**src/rtl/cpu_pkg.sv**
```systemverilog
// Shared definitions for the CPU front end: reset PC, widths, fetch-state
// encoding and the NOP encoding used to clear buffered instruction slots.
package cpu_pkg;

  localparam logic [31:0] RESET_PC_DEF = 32'h8000_0000;
  localparam int          INST_W       = 32;
  localparam int          SRAM_AW      = 20;
  localparam int          ENTRY_W      = 32 + INST_W;

  localparam logic [INST_W-1:0] NOP = 32'h0000_0000;

  typedef enum logic {
    GAP = 1'b0,
    REQ = 1'b1
  } fetch_state_t;

endpackage

```
**src/rtl/fetch_fifo2.sv**
```systemverilog
// Two-entry shift FIFO holding {pc, inst} pairs between fetch and decode.
// Entry 0 is always the head; a pop shifts entry 1 down. When the FIFO
// drains, the head register keeps its last contents.
module fetch_fifo2
  import cpu_pkg::*;
(
  input  logic               clk,
  input  logic               rst,
  input  logic               flush,
  input  logic               push,
  input  logic               pop,
  input  logic [ENTRY_W-1:0] push_data,
  output logic [ENTRY_W-1:0] head,
  output logic [1:0]         count
);

  logic [ENTRY_W-1:0] ent0_q;
  logic [ENTRY_W-1:0] ent1_q;
  logic [1:0]         count_q;
  logic               pop_eff;
  logic               push_eff;

  // A pop of an empty FIFO or a push into a full one (without a pop) is ignored.
  always_comb begin
    pop_eff  = pop & (count_q != 2'd0);
    push_eff = push & ((count_q != 2'd2) | pop_eff);
  end

  // Storage and occupancy update; flush only clears the count.
  always_ff @(posedge clk) begin
    if (rst) begin
      ent0_q  <= {32'h0, NOP};
      ent1_q  <= {32'h0, NOP};
      count_q <= 2'd0;
    end else if (flush) begin
      count_q <= 2'd0;
    end else begin
      case ({push_eff, pop_eff})
        2'b10: begin
          if (count_q == 2'd0) ent0_q <= push_data;
          else                 ent1_q <= push_data;
          count_q <= count_q + 2'd1;
        end
        2'b01: begin
          if (count_q == 2'd2) ent0_q <= ent1_q;
          count_q <= count_q - 2'd1;
        end
        2'b11: begin
          if (count_q == 2'd1) begin
            ent0_q <= push_data;
          end else begin
            ent0_q <= ent1_q;
            ent1_q <= push_data;
          end
        end
        default: ;
      endcase
    end
  end

  assign head  = ent0_q;
  assign count = count_q;

endmodule

```
**src/rtl/if_fetch_unit.sv**
```systemverilog
// Instruction-fetch front end: owns the PC, issues one word read at a time
// to the SRAM read controller and buffers results for decode.
//
//   state | meaning
//   ------+-------------------------------------------------------------
//   GAP   | mem_req low; wait here until the FIFO has a free slot
//   REQ   | mem_req high; read of pc in flight, waiting for mem_done
module if_fetch_unit
  import cpu_pkg::*;
#(
  parameter logic [31:0] RESET_PC = RESET_PC_DEF
) (
  input  logic                clk,
  input  logic                rst,
  output logic                mem_req,
  output logic [SRAM_AW-1:0]  mem_addr,
  input  logic [INST_W-1:0]   mem_rdata,
  input  logic                mem_done,
  input  logic                redirect_valid,
  input  logic [31:0]         redirect_pc,
  output logic                if_valid,
  output logic [31:0]         if_pc,
  output logic [INST_W-1:0]   if_inst,
  input  logic                id_ready
);

  fetch_state_t       state_q, state_d;
  logic [31:0]        pc_q, pc_d;
  logic [1:0]         count;
  logic [ENTRY_W-1:0] head;
  logic               pop;
  logic               push;
  logic               slot_free;

  // Handshake glue: a done is only honoured while requesting and without a redirect.
  always_comb begin
    pop       = if_valid & id_ready;
    push      = (state_q == REQ) & mem_done & ~redirect_valid;
    slot_free = (({1'b0, count} - {2'b00, pop}) < 3'd2);
  end

  // State and PC registers.
  always_ff @(posedge clk) begin
    if (rst) begin
      state_q <= GAP;
      pc_q    <= RESET_PC;
    end else begin
      state_q <= state_d;
      pc_q    <= pc_d;
    end
  end

  // Next-state and next-PC logic; redirect has top priority.
  always_comb begin
    state_d = state_q;
    pc_d    = pc_q;
    if (redirect_valid) begin
      state_d = GAP;
      pc_d    = redirect_pc & ~32'h3;
    end else begin
      case (state_q)
        REQ: begin
          if (mem_done) begin
            state_d = GAP;
            pc_d    = pc_q + 32'd4;
          end
        end
        GAP: begin
          if (slot_free) state_d = REQ;
        end
        default: state_d = GAP;
      endcase
    end
  end

  // Outputs decode directly from registers.
  always_comb begin
    mem_req  = (state_q == REQ);
    mem_addr = pc_q[SRAM_AW+1:2];
    if_valid = (count != 2'd0);
    if_pc    = head[ENTRY_W-1:INST_W];
    if_inst  = head[INST_W-1:0];
  end

  fetch_fifo2 u_fifo (
    .clk       (clk),
    .rst       (rst),
    .flush     (redirect_valid),
    .push      (push),
    .pop       (pop),
    .push_data ({pc_q, mem_rdata}),
    .head      (head),
    .count     (count)
  );

endmodule

```
**config.mk**
```make
export PLATFORM = sky130hd
export DESIGN_NAME = if_fetch_unit
export DESIGN_NICKNAME = d
export VERILOG_FILES = /design/src/rtl/cpu_pkg.sv /design/src/rtl/fetch_fifo2.sv /design/src/rtl/if_fetch_unit.sv
export SDC_FILE = /design/constraint.sdc
export NUM_CORES = 1
export LEC_CHECK = 0
export ABC_AREA = 1
export BUFFER_PORTS_ARGS = -buffer_cell sky130_fd_sc_hd__buf_2
export CORE_MARGIN = 4
export CORE_UTILIZATION = 45
export DETAILED_ROUTE_END_ITERATION = 12
export MAX_ROUTING_LAYER = met4
export PLACE_DENSITY = 0.72
export SYNTH_ARGS = -nofsm -noshare
export SYNTH_HDL_FRONTEND = slang
export SYNTH_SLANG_ARGS = --single-unit
```
**constraint.sdc**
```tcl
create_clock -name clk -period 2.02 [get_ports clk]
set_input_delay 0.303 -clock clk [delete_from_list [all_inputs] [get_ports clk]]
set_output_delay 0.303 -clock clk [all_outputs]
set_load 0.03 [all_outputs]
```
==> impl_metrics.toml <==
[synth]
synth_top_area_cell = "dfxtp_1"
synthDistinctLibCells = 36
syn_inst = 1097
synth_ff_type = "dfxtp_1"
synthTopCellsByArea = "dfxtp_1 41%, o21ai_0 11%, nand2_1 9.6%, nor2_1 8.7%, inv_1 5.5%"
syn_avg_cell_area_sq_um = 6.95
ys_ff_latch = 157
ys_seq_area_frac = 0.412
async_flop_share = 0
synth_top_area_frac = 0.412
synth-edff-count = 0
yosys_warnings = 0
syn_area_sq_um = 7620

[layout]
fillers = 1643
fin_util = 0.549
num_antenna_cells = 0
mostFrequentLayoutCells = "193 x nand2_1, 175 x nor2_1, 159 x o21ai_0, 157 x dfxtp_1, 150 x buf_2"
drive_gt1_frac = 0.209
synthToLayoutAreaGrowth_pct = 19.5
stdcell_count = 1444
layout_commonest_cell = "nand2_1"
finalNetCount = 1284

[routing]
drtPass1Iterations = 4
via_count = 7095
drt_iter0_drc = 360
wl_um = 19100
drc = 0
routedWlPerCell_um = 13.2
vias_per_cell = 4.91
final_antenna_net_count = 0

[timing]
setup_viol = 0
fin_tns_setup_ps = 0
timing.final.crit_period_ps = 1880
rsz0062_at_grt = "yes"
post-route-period-util = 0.932
slew_headroom = 0.667
hold_violations = 0
tightest_slew_ps = 499
finClkSkew_ps = 10.1
holdWs_ps = 135
maxSlewViolCount = 0
max_freq_ghz = 0.531

[die]
io_pins = 155
fp.coreArea_sq_um = 16600
dieArea_sq_um = 19100
die_h_um = 138
row_count = 47
initial_core_util = 0.459
die_x_um = 138

[placement]
dp.cells = 1408
io_buffer_count = 150
dp.final_hpwl_um = 12900
gp_congestion = 0.872

[global_route]
antenna_found_initial = 0
grt-ovfl-total = 0
gr-usage-all-layers = 0.201
grt_util_met2 = 0.307
grt-busiest-layer = "met2"
grt_max_degree = 93
grt_pass1_wl_um = 31000
grt_pass1_vias = 6340
gr-usage-met1 = 0.267
grtUsageMet3 = 0.0477

[power]
seq_power_share = 0.451
p_leak_nw = 3.79
combPwrFrac = 0.113
p_int_mw = 5.39
power.share.switching = 0.260
power.density_nw_per_um2 = 800
power_frac_clock = 0.436
ir_worst_vdd_mv = 0.597
p_total_mw = 7.28
p_switching_mw = 1.89

[job]
drv_cap = 0

[critical_path]
arrival_ps = 2240
r2r_cells = 11
start_kind = "flop"
cp-end-kind = "flop"
crit_required_ps = 2380
path_class = "reg2reg"
worstPathMaxFanout = 34

[worst_hold_path]
hold_path_depth = 3
hold_class = "in2reg"

[clock_network]
cts_buffers = 17
tritoncts = "built"
cts.sink_count = 157
cts_hold_buf = 0
clk_pin_slew_ps = 60
cts-root-buf = "clkbuf_16"
htreeDepth = 4
clk_latency_ps = 420
clock_path_buffers = 2

[outcome]
outcome = "completed"
through the flow:
stage,setup WS [ps],instance area (sq um)
3_5_place_dp,72.3,8410
2_1_floorplan,149,7620
4_1_cts,1.21,8990
3_3_place_gp,109,8410
5_1_grt,-12.2,9100
6_report,138,9100
cell families (layout without fill, tap and decap cells):
kind of cell,Yosys count,after routing,synth area share
simple gates,409,409,0.212
compound gates,315,315,0.227
buf+inv,201,327,0.129
flops,157,157,0.412
xor+xnor,10,10,0.0115
fa+ha+maj,4,4,0.00657
other cells,1,2,0.000492
power by group through the flow:
stage	Clock, mW	Combinational [mW]	Sequential (mW)
finish	3.18	0.823	3.28
global placement	0	0.801	3.34
detailed placement	0	0.811	3.35
global route	3.40	0.923	3.29
floorplan	0	0.492	3.42
CTS	3.25	0.815	3.28
worst max-delay path, stage by stage, from the launching register on:
cell,delay (ps)
dfxtp_1,360
inv_1,90
ha_1,210
inv_2,80
nand2_2,100
nor2_4,170
nand2_1,110
o21ai_4,80
buf_12,160
buf_12,200
o21ai_0,120
a21oi_2,130
per-layer routing:
metal	part of all wire	up-vias
li1	-	3727
met1	0.47	3140
met2	0.46	214
met3	0.063	14
met4	0.010	0
met5	0	-
Yosys cell counts (8+ instances only):
master / instances
a31oi_1: 8
clkbuf_1: 26
a21oi_1: 57
buf_2: 15
nand2_1: 194
inv_1: 111
dfxtp_1: 157
nor2_1: 176
buf_6: 12
nand3_1: 25
o21ai_0: 161
xor2_1: 8
o21ai_1: 51
a21oi_2: 30
buf_4: 29
final cells by class:
type	instances	area, sq um	share of cell area
clock buffers	21	470	0.0517
multi-input cells	740	3530	0.387
flip-flops and latches	157	3140	0.345
repair buffers	179	1140	0.125
well taps	220	275	0.0302
inverters	116	435	0.0478
clock inverters	11	116	0.0128
flip-flops by register name (all words and copies together) (netlist names):
register and cells:
u_fifo.ent1_q 62, u_fifo.head 62, pc_q 30, u_fifo.count 2
mem_req 1
repair_timing:
action / 4_1_cts / 5_1_grt
endpoints found under the setup margin: 0 / 115
resized for setup: 0 / 9
buffers inserted: 0 / 2
final timing paths:
kind	startpoint	endpoint	slack, ps
setup / recovery	u_fifo.count[1]$_SDFFE_PP0P_	u_fifo.ent1_q[22]$_SDFFE_PP0P_	140
hold / removal	redirect_pc[6]	pc_q[6]$_SDFFE_PP0P_	130
setup reg to reg	u_fifo.count[1]$_SDFFE_PP0P_	u_fifo.ent1_q[22]$_SDFFE_PP0P_	140
hold reg to reg	u_fifo.ent1_q[6]$_SDFFE_PP0P_	u_fifo.ent1_q[6]$_SDFFE_PP0P_	450
(Power assumes the default switching activity.)
